`config.mk`:
```
export PLATFORM = sky130hd
export DESIGN_NAME = pwm_sample_decoder
export DESIGN_NICKNAME = d
export VERILOG_FILES = /design/src/rtl/pwm_sample_decoder.sv
export SDC_FILE = /design/constraint.sdc
export NUM_CORES = 1
export LEC_CHECK = 0
export ABC_AREA = 1
export CAP_MARGIN = 20
export CORE_ASPECT_RATIO = 1.75
export CORE_MARGIN = 4
export CORE_UTILIZATION = 50
export DETAILED_ROUTE_END_ITERATION = 6
export GPL_ROUTABILITY_DRIVEN = 0
export GPL_TIMING_DRIVEN = 0
export HOLD_SLACK_MARGIN = 0.12
export PLACE_DENSITY = 0.73
export SETUP_SLACK_MARGIN = 0.1
export SLEW_MARGIN = 20
export SYNTH_ARGS = -nofsm -noshare
export SYNTH_HDL_FRONTEND = slang
export SYNTH_SLANG_ARGS = --single-unit
```
`constraint.sdc`:
```
create_clock -name clk -period 2.8 [get_ports clk]
set_input_delay 0.42 -clock clk [delete_from_list [all_inputs] [get_ports clk]]
set_output_delay 0.42 -clock clk [all_outputs]
set_load 0.02 [all_outputs]
```
`src/rtl/pwm_sample_decoder.sv`:
```
// rtl/pwm_sample_decoder.sv - PWM audio duty-cycle decoder with one-deep output buffer.
// Optional 3-tap majority glitch filter enabled by defining PWM_DEC_GLITCH_FILTER_EN.
module pwm_sample_decoder #(
    parameter int WINDOW_LOG2 = 8,
    parameter int SYNC_STAGES = 2
) (
    input  logic       clk,
    input  logic       rst_n,
    input  logic       ena,
    input  logic       pwm_in,
    output logic [7:0] sample,
    output logic       sample_valid,
    input  logic       sample_ready,
    output logic       overrun
);

    typedef enum logic {EMPTY, FULL} state_t;

    localparam logic [WINDOW_LOG2-1:0] CNT_LAST = '1;

    logic [SYNC_STAGES-1:0] sync_q;
    logic                   pwm_sync;
    logic                   pwm_s;

    logic [WINDOW_LOG2-1:0] cnt_q, cnt_d;
    logic [WINDOW_LOG2:0]   acc_q, acc_d;
    logic [WINDOW_LOG2:0]   acc_sum;
    logic [WINDOW_LOG2:0]   acc_shifted;
    logic [7:0]             result;
    logic                   win_last;

    state_t     state_q, state_d;
    logic [7:0] sample_q, sample_d;
    logic       overrun_q, overrun_d;

    always_ff @(posedge clk) begin
        if (!rst_n) begin
            sync_q <= '0;
        end else begin
            sync_q <= {sync_q[SYNC_STAGES-2:0], pwm_in};
        end
    end

    assign pwm_sync = sync_q[SYNC_STAGES-1];

`ifdef PWM_DEC_GLITCH_FILTER_EN
    logic [2:0] filt_q;

    always_ff @(posedge clk) begin
        if (!rst_n) begin
            filt_q <= '0;
        end else begin
            filt_q <= {filt_q[1:0], pwm_sync};
        end
    end

    assign pwm_s = (filt_q[0] & filt_q[1]) | (filt_q[0] & filt_q[2]) | (filt_q[1] & filt_q[2]);
`else
    assign pwm_s = pwm_sync;
`endif

    // The final window cycle's bit is folded in before shifting, so a full-high window reads 256.
    always_comb begin
        acc_sum     = acc_q + {{WINDOW_LOG2{1'b0}}, pwm_s};
        acc_shifted = acc_sum >> (WINDOW_LOG2 - 8);
        result      = (|acc_shifted[WINDOW_LOG2:8]) ? 8'hFF : acc_shifted[7:0];
        win_last    = ena && (cnt_q == CNT_LAST);
    end

    always_comb begin
        cnt_d = cnt_q;
        acc_d = acc_q;
        if (!ena) begin
            cnt_d = '0;
            acc_d = '0;
        end else begin
            cnt_d = cnt_q + 1'b1;
            acc_d = win_last ? '0 : acc_sum;
        end
    end

    always_comb begin
        state_d   = state_q;
        sample_d  = sample_q;
        overrun_d = overrun_q;
        case (state_q)
            EMPTY: begin
                if (win_last) begin
                    sample_d = result;
                    state_d  = FULL;
                end
            end
            FULL: begin
                if (win_last) begin
                    if (sample_ready) begin
                        sample_d = result;
                    end else begin
                        overrun_d = 1'b1;
                    end
                end else if (sample_ready) begin
                    state_d = EMPTY;
                end
            end
            default: state_d = EMPTY;
        endcase
    end

    always_ff @(posedge clk) begin
        if (!rst_n) begin
            cnt_q     <= '0;
            acc_q     <= '0;
            state_q   <= EMPTY;
            sample_q  <= '0;
            overrun_q <= 1'b0;
        end else begin
            cnt_q     <= cnt_d;
            acc_q     <= acc_d;
            state_q   <= state_d;
            sample_q  <= sample_d;
            overrun_q <= overrun_d;
        end
    end

    assign sample       = sample_q;
    assign sample_valid = (state_q == FULL);
    assign overrun      = overrun_q;

endmodule

```
## After elaboration in Yosys (flattened, before gate mapping)

Index checks and enable logic that the tools add are counted.

- Register bits after elaboration: 29
- Output and inout port bits: 10
- Logic and storage cells: 30

- Add/subtract/negate cells: 2
- Equal/unequal tests: 4
- Multiplexer cells: 9
- Bitwise operators: 4
- Reductions and logical operators: 5

Operators with widths:

| operator | count |
|---|---|
| $mux 8 | 4 |
| $pmux 8 s2 | 1 |
| $add 9x1->9 | 1 |
| $add 8x1->8 const B | 1 |
| $eq 8x8->1 const B | 1 |
| $ne 2x2->1 const B | 3 |
| $reduce_and 3->1 | 2 |
| $not 1->1 | 4 |
| $mux 1 | 3 |
| $reduce_or 3->1 | 1 |
| $pmux 1 s2 | 1 |
| $reduce_and 2->1 | 1 |
| $logic_and 1x1->1 | 1 |

## Logic depth before layout (Yosys ltp)

Gate-level depths: netlist of the first run.

- Depth after elaboration: 5
- Mapped depth: 10
- Mapped depth without buffers: 10

## Worst setup path before layout of the first run

OpenSTA, ideal clock, no wires.

- Kind: reg-to-reg
- Start: reg sync_q[1]
- End: reg sample_q[0], in the netlist sample[0]
- Library setup time: 0.112 ns
- Arrival time: 1.266 ns
- Slack: 1.422 ns
- Cell stages (with the launch flop): 10
- Buffers on the path: 0
- Clock period less this slack: 1.378 ns
- Path through: dfxtp_1 ha_1 ha_1 nand2_1 nor2_2 nand3_1 nand2_2 nand2_2 nor2_1 nor2_1

- Word-level cells in the longest chain between the ends: 5

RTL lines:

| what | line | text |
|---|---|---|
| start, declared | 21 | `logic [SYNC_STAGES-1:0] sync_q;` |
| start signal, assigned | 40 | `sync_q <= {sync_q[SYNC_STAGES-2:0], pwm_in};` |
| $add 9x1->9 (*) | 64 | `acc_sum = acc_q + {{WINDOW_LOG2{1'b0}}, pwm_s};` |
| $mux 8 (*) | 66 | `result = (\|acc_shifted[WINDOW_LOG2:8]) ? 8'hFF : acc_shifted[7:0];` |
| $mux 8 | 95 | `if (sample_ready) begin` |
| $mux 8 | 94 | `if (win_last) begin` |
| $pmux 8 s2 (*) | 86 | `case (state_q)` |
| end signal, assigned | 119 | `sample_q <= sample_d;` |
| end, declared | 33 | `logic [7:0] sample_q, sample_d;` |

Every way passes the cells marked *; elsewhere a longest branch is shown, timed or not. The select of a mux whose other input is x is not followed.
A chain may end at the register's enable or synchronous reset.

## Final worst setup path of the first run

- Start: reg sample_q[1], in the netlist sample[1]
- End: out sample[1]

RTL lines:

| what | line | text |
|---|---|---|
| end, declared | 11 | `output logic [7:0] sample,` |

No word-level cell between the ends.

==> out/metrics.yaml, run 1 <==
pwr:
  pwr-share-comb: 0.027
  swShare: 0.2238
  vdd_ir_drop_max_mv: 0.4157
  p_per_area_nw_per_um2: 510.1
  power_frac_clock: 0.430
  p_int_mw: 0.5959
  power_frac_seq: 0.543
  leakage_nw: 0.6546
  power_switching_mw: 0.1718
critical_path:
  arrival_ps: 1240
  critPathKind: "reg2out"
  cp_data_required_time_ps: 2380
  rrSetupSlack_ps: 1210
  end_kind: "output pin"
  cpMaxStageDelayCell: "clkdlybuf4s50_1"
  cp-start-kind: "flip-flop"
  crit_family: "buffers and inverters"
  crit_path_max_fanout: 2
  crit_buf_inv: 1
  path_cells: "clkdlybuf4s50_1"
  critical-path-max-stage-delay_ps: 620
run:
  drv_cap: 0
yosys:
  synth_fp_nets: 183
  syn_inst: 175
  synth-seq-cells: 29
  synthDistinctLibCells: 20
  synth-warning-count: 0
  syn_area_sq_um: 1247
  yosysTopAreaCell: "dfxtp_1"
  synthTopCellsByArea: "dfxtp_1 47%, nand2_1 15%, nor2_1 9.9%"
  postSynthAreaPerCell_sq_um: 7.128
  ys_seq_area_frac: 0.4654
  synth.top_cell.area_share: 0.4654
detailed_routing:
  drt-vias-per-instance: 4.752
  ant_nets: 0
  drt-total-wl_mm: 2.355
  drcViolationCount: 0
  drtIter0Drc: 12
  dr.pass1.iters: 4
  wl_per_cell_um: 10.61
  vias: 1055
cts:
  cts_root_buf: "clkbuf_8"
  clock_latency_ps: 280
  cts-hold-fix-buffers: 0
  h-tree-depth: 2
  clock_path_buffers: 2
  clkTransAtPathRegs_ps: 60
  cts_resized: 0
  cts_tree: "built"
  cts_sinks: 29
  numCtsBuffers: 5
  post_cts_buffers: 0
floorplanning:
  die-width_um: 45.76
  die_h_um: 74.08
  fp-row-count: 23
  io_pins: 15
  core-area_sq_um: 2331
  start_util: 0.5352
  die-area_sq_um: 3389
timing:
  fin_crit_ps: 1663
  hold_viol_final: 0
  rsz0062_at_grt: "false"
  tightest_slew_ps: 285.8
  holdWs_ps: 423.9
  setup_tns_ps: 0
  max_freq_mhz: 601.3
  finalCritPeriodShare: 0.5939
  skew_ps: 6.438
  slew_headroom: 0.8081
  maxSlewViolCount: 0
  setup_viol: 0
min_path:
  min_path_type: "reg2reg"
final_layout:
  nets: 204
  area_delta_synth_final_pct: 20.66
  layout_commonest_cell: "nand2_1"
  drive_above_1_share: 0.09137
  mostFrequentLayoutCells: "49 x nand2_1, 33 x nor2_1, 29 x dfxtp_1, 25 x inv_1, 14 x clkdlybuf4s50_1"
  diodes: 0
  fin_area_sq_um: 1505
  fillCellCount: 220
  fin_cells: 222
global_route:
  grt_overflow: 0
  antenna_found_initial: 0
  grt_max_degree: 11
  grt_usage: 0.1724
  grt_first_pass_wirelength_mm: 4.167
  grt_pass1_vias: 1068
outcome:
  status: "finished, final reports clean"
place:
  io_buffers: 14
  place_area_sq_um: 1419
  dp.cells: 214
  hpwl_mm: 1.826
[logic make-up after synthesis]
family	synth area share
compound gates	0.06018
fa+ha+maj	0.03009
simple gates	0.3330
xor+xnor	0.02107
buf+inv	0.09027
flops	0.4654
[layout make-up]
cell class                 count  area, sq um  share of cell area
sequential                    29        580.6              0.3857
multi-input combinational    119        554.3              0.3682
timing repair buffer          14        140.1             0.09310
inverter                      25        93.84             0.06234
clock buffer                   5        68.82             0.04572
tap                           25        31.28             0.02078
buffer                         2        18.77             0.01247
clock inverter                 3        17.52             0.01164
[synth_stat cells]
| master | count |
|---|---|
| buf_4 | 1 |
| nor2_2 | 3 |
| or2_2 | 1 |
| o21ai_0 | 3 |
| o21bai_1 | 2 |
| ha_1 | 3 |
| a21oi_1 | 6 |
| nand2_2 | 3 |
| nor3_1 | 2 |
| a21boi_0 | 1 |
| nand4_2 | 1 |
| nor2_1 | 33 |
| nand3_1 | 7 |
| dfxtp_1 | 29 |
| inv_1 | 25 |
| nand4_1 | 1 |
| o21a_1 | 1 |
| buf_6 | 1 |
| xnor2_1 | 3 |
| nand2_1 | 49 |
[per-layer routing]
metal,up-vias,part of all wire,GRT usage,wire (um)
li1,573,-,-,-
met1,451,0.38,0.1542,905
met2,22,0.53,0.3079,1243
met3,9,0.047,0.05085,110
met4,0,0.040,0.1266,95
met5,-,0,0,0
[through the flow]
stage	setup WS [ps]	power [mW]	util
after floorplan	1422	0.4372	-
after global placement	1040	0.4461	0.6087
after detailed placement	1011	0.4472	0.6087
after CTS	1119	0.7798	0.6457
after global routing	1060	0.8015	0.6457
final	1137	0.7677	0.6457
[flip-flops by register name, indices dropped and copies added, names as in the netlist]
signal / flops
sync_q: 2
sample: 8
sample_valid: 1
cnt_q: 8
acc_q: 9
overrun: 1
[final timing paths]
| kind | startpoint | to | depth (start not counted) |
|---|---|---|---|
| setup / recovery | sample[1]$_SDFFE_PN0P_ | sample[1] | 1 |
| hold / removal | sync_q[0]$_SDFF_PN0_ | sync_q[1]$_SDFF_PN0_ | 2 |
| setup reg to reg | sync_q[1]$_SDFF_PN0_ | sample[0]$_SDFFE_PN0P_ | 9 |
| hold reg to reg | sync_q[0]$_SDFF_PN0_ | sync_q[1]$_SDFF_PN0_ | 2 |
[power groups by stage]
stage	clock (mW)	combinational, mW	sequential (mW)
floorplan	0	0.0112	0.426
detailed placement	0	0.0209	0.426
CTS	0.342	0.0209	0.417
global route	0.361	0.0235	0.417
global placement	0	0.0200	0.426
finish	0.330	0.0206	0.417
Note: power is estimated with default switching activity, not from simulation.
==> run 2: changes to the inputs <==
==> constraint.sdc (replaced) <==
create_clock -name clk -period 1.7 [get_ports clk]
set_input_delay 0.255 -clock clk [delete_from_list [all_inputs] [get_ports clk]]
set_output_delay 0.255 -clock clk [all_outputs]
set_load 0.02 [all_outputs]
==> run 2 against run 1 <==
Via count grew 1.9%. Critical path depth is the same. Routed wire length grew 2.5%. Register-to-register slack lost 1000 ps. Flip-flop and latch count is the same. Worst hold slack is the same. Cell area grew 3.0%. Clock skew is essentially flat. Non-clock buffer count grew 2. First-iteration DRC count shrank 8.3%. Critical path type unchanged. Critical endpoint unchanged.
==> out/metrics.yaml, run 2 (same netlist as run 1, synthesis figures left out) <==
run:
  drv_cap: 0  # unchanged
floorplanning:
  die-area_sq_um: 3389  # unchanged
  start_util: 0.5352  # unchanged
  fp-row-count: 23  # unchanged
  die-width_um: 45.76  # unchanged
  core-area_sq_um: 2331  # unchanged
  io_pins: 15  # unchanged
  die_h_um: 74.08  # unchanged
final_layout:
  drive_above_1_share: 0.1256  # +0.03426
  diodes: 0  # unchanged
  top_register: "acc_q"
  seqCellArea_sq_um: 580.6  # unchanged
  area_delta_synth_final_pct: 24.27
  fillCellCount: 217  # -1.4%
  fin_area_sq_um: 1550  # +3.0%
  mostFrequentLayoutCells: "48 x nand2_1, 33 x nor2_1, 29 x dfxtp_1, 25 x inv_1, 14 x clkdlybuf4s50_1"
  final_util: 0.6651  # +0.01932
  largest_reg_flops: 9  # unchanged
  multi_input_comb_area_sq_um: 584.3  # +5.4%
  nets: 206  # +0.98%
  layout_commonest_cell: "nand2_1"
critical_path:
  critPathKind: "reg2out"
  crit_family: "buffers and inverters"
  cpMaxStageDelayCell: "clkdlybuf4s50_1"
  end_kind: "output pin"
  cp_data_required_time_ps: 1440  # -940 ps
  path_cells: "clkdlybuf4s50_1"
  arrival_ps: 1240  # about the same
  crit_buf_inv: 1  # unchanged
  critical-path-max-stage-delay_ps: 620  # about the same
  cp-start-kind: "flip-flop"
  crit_path_max_fanout: 2  # unchanged
timing:
  fin_crit_ps: 1498
  skew_ps: 6.603  # +0.1649 ps
  setup_viol: 0  # unchanged
  rsz0062_at_grt: "false"
  slew_headroom: 0.8100  # +0.001930
  max_freq_mhz: 667.7
  holdWs_ps: 423.9  # unchanged
  tightest_slew_ps: 282.9  # -2.874 ps
  setup_tns_ps: 0  # unchanged
  maxSlewViolCount: 0  # unchanged
  hold_viol_final: 0  # unchanged
  finalCritPeriodShare: 0.8809
pwr:
  total_power_mw: 1.265  # +65%
  power_switching_mw: 0.2830  # +65%
  p_per_area_nw_per_um2: 815.8  # +60%
  pwr-share-comb: 0.027  # about the same
  leakage_nw: 0.6614  # +1.0%
  power_frac_seq: 0.543  # about the same
  power_frac_clock: 0.430  # about the same
  swShare: 0.2238  # about the same
  p_int_mw: 0.9817  # +65%
  vdd_ir_drop_max_mv: 0.6853  # +65%
global_route:
  antenna_found_initial: 0  # unchanged
  gr-usage-met3: 0.05085  # unchanged
  grt_first_pass_wirelength_mm: 4.284  # +2.8%
  gr-usage-met2: 0.3126  # +0.004666
  grt_max_degree: 11  # unchanged
  grtUsageMet1: 0.1617  # +0.007485
  grt_usage: 0.1762  # +0.003810
  grt_pass1_vias: 1091  # +2.2%
  busiest_layer: "met2"
  grt_overflow: 0  # unchanged
cts:
  cts_sinks: 29  # unchanged
  clock_path_buffers: 2  # unchanged
  clkTransAtPathRegs_ps: 60  # about the same
  cts_tree: "built"
  cts_root_buf: "clkbuf_8"
  h-tree-depth: 2  # unchanged
  numCtsBuffers: 5  # unchanged
  clock_latency_ps: 280  # about the same
detailed_routing:
  drcViolationCount: 0  # unchanged
  ant_nets: 0  # unchanged
  dr.pass1.iters: 4  # unchanged
  vias: 1075  # +1.9%
  wl_per_cell_um: 10.77  # +1.5%
  drt-vias-per-instance: 4.799  # +0.99%
  drt-total-wl_mm: 2.413  # +2.5%
  drtIter0Drc: 11  # -1
min_path:
  min_path_type: "reg2reg"
place:
  io_buffers: 14  # unchanged
  place_area_sq_um: 1419  # unchanged
  hpwl_mm: 1.826  # unchanged
outcome:
  status: "finished, final reports clean"
## run 2: path summary, 6_finish.rpt
path / start / to / slack (ps) / depth (start not counted)
worst min register to register: sync_q[0]$_SDFF_PN0_ / sync_q[1]$_SDFF_PN0_ / 420 / 2
worst min-delay path: sync_q[0]$_SDFF_PN0_ / sync_q[1]$_SDFF_PN0_ / 420 / 2
worst max-delay path: sample[1]$_SDFFE_PN0P_ / sample[1] / 200 / 1
worst max register to register: sync_q[1]$_SDFF_PN0_ / sample[0]$_SDFFE_PN0P_ / 210 / 9
## run 2: cell type report
cell class                 count  share of cell area
multi-input combinational    119              0.3769
sequential                    29              0.3745
timing repair buffer          16              0.1001
inverter                      25             0.06053
clock buffer                   5             0.04439
tap                           25             0.02018
buffer                         2             0.01211
clock inverter                 3             0.01130
## run 2: routing by layer
layer	wire (um)	up-vias
li1	-	577
met4	107	0
met2	1279	21
met5	0	-
met1	926	467
met3	99	10
## run 2: metrics by stage
stage               std cells  setup WS, ps
detailed placement        214         76.32
floorplan                 175         322.4
CTS                       224         100.8
finish                    224         202.4
global route              224         98.72
global placement          214         104.5
## run 2: what timing repair did
item,4_1_cts,5_1_grt
resized for setup,0,7
buffers inserted,2,0
hold buffers,0,0
pin swaps,2,2
setup endpoints to repair,1,9
## run 2: power by group through the flow
stage	combinational [mW]	sequential, mW	clock [mW]
floorplan	0.0185	0.702	0
global placement	0.0329	0.702	0
detailed placement	0.0344	0.702	0
CTS	0.0344	0.687	0.563
global route	0.0392	0.687	0.594
finish	0.0342	0.687	0.543
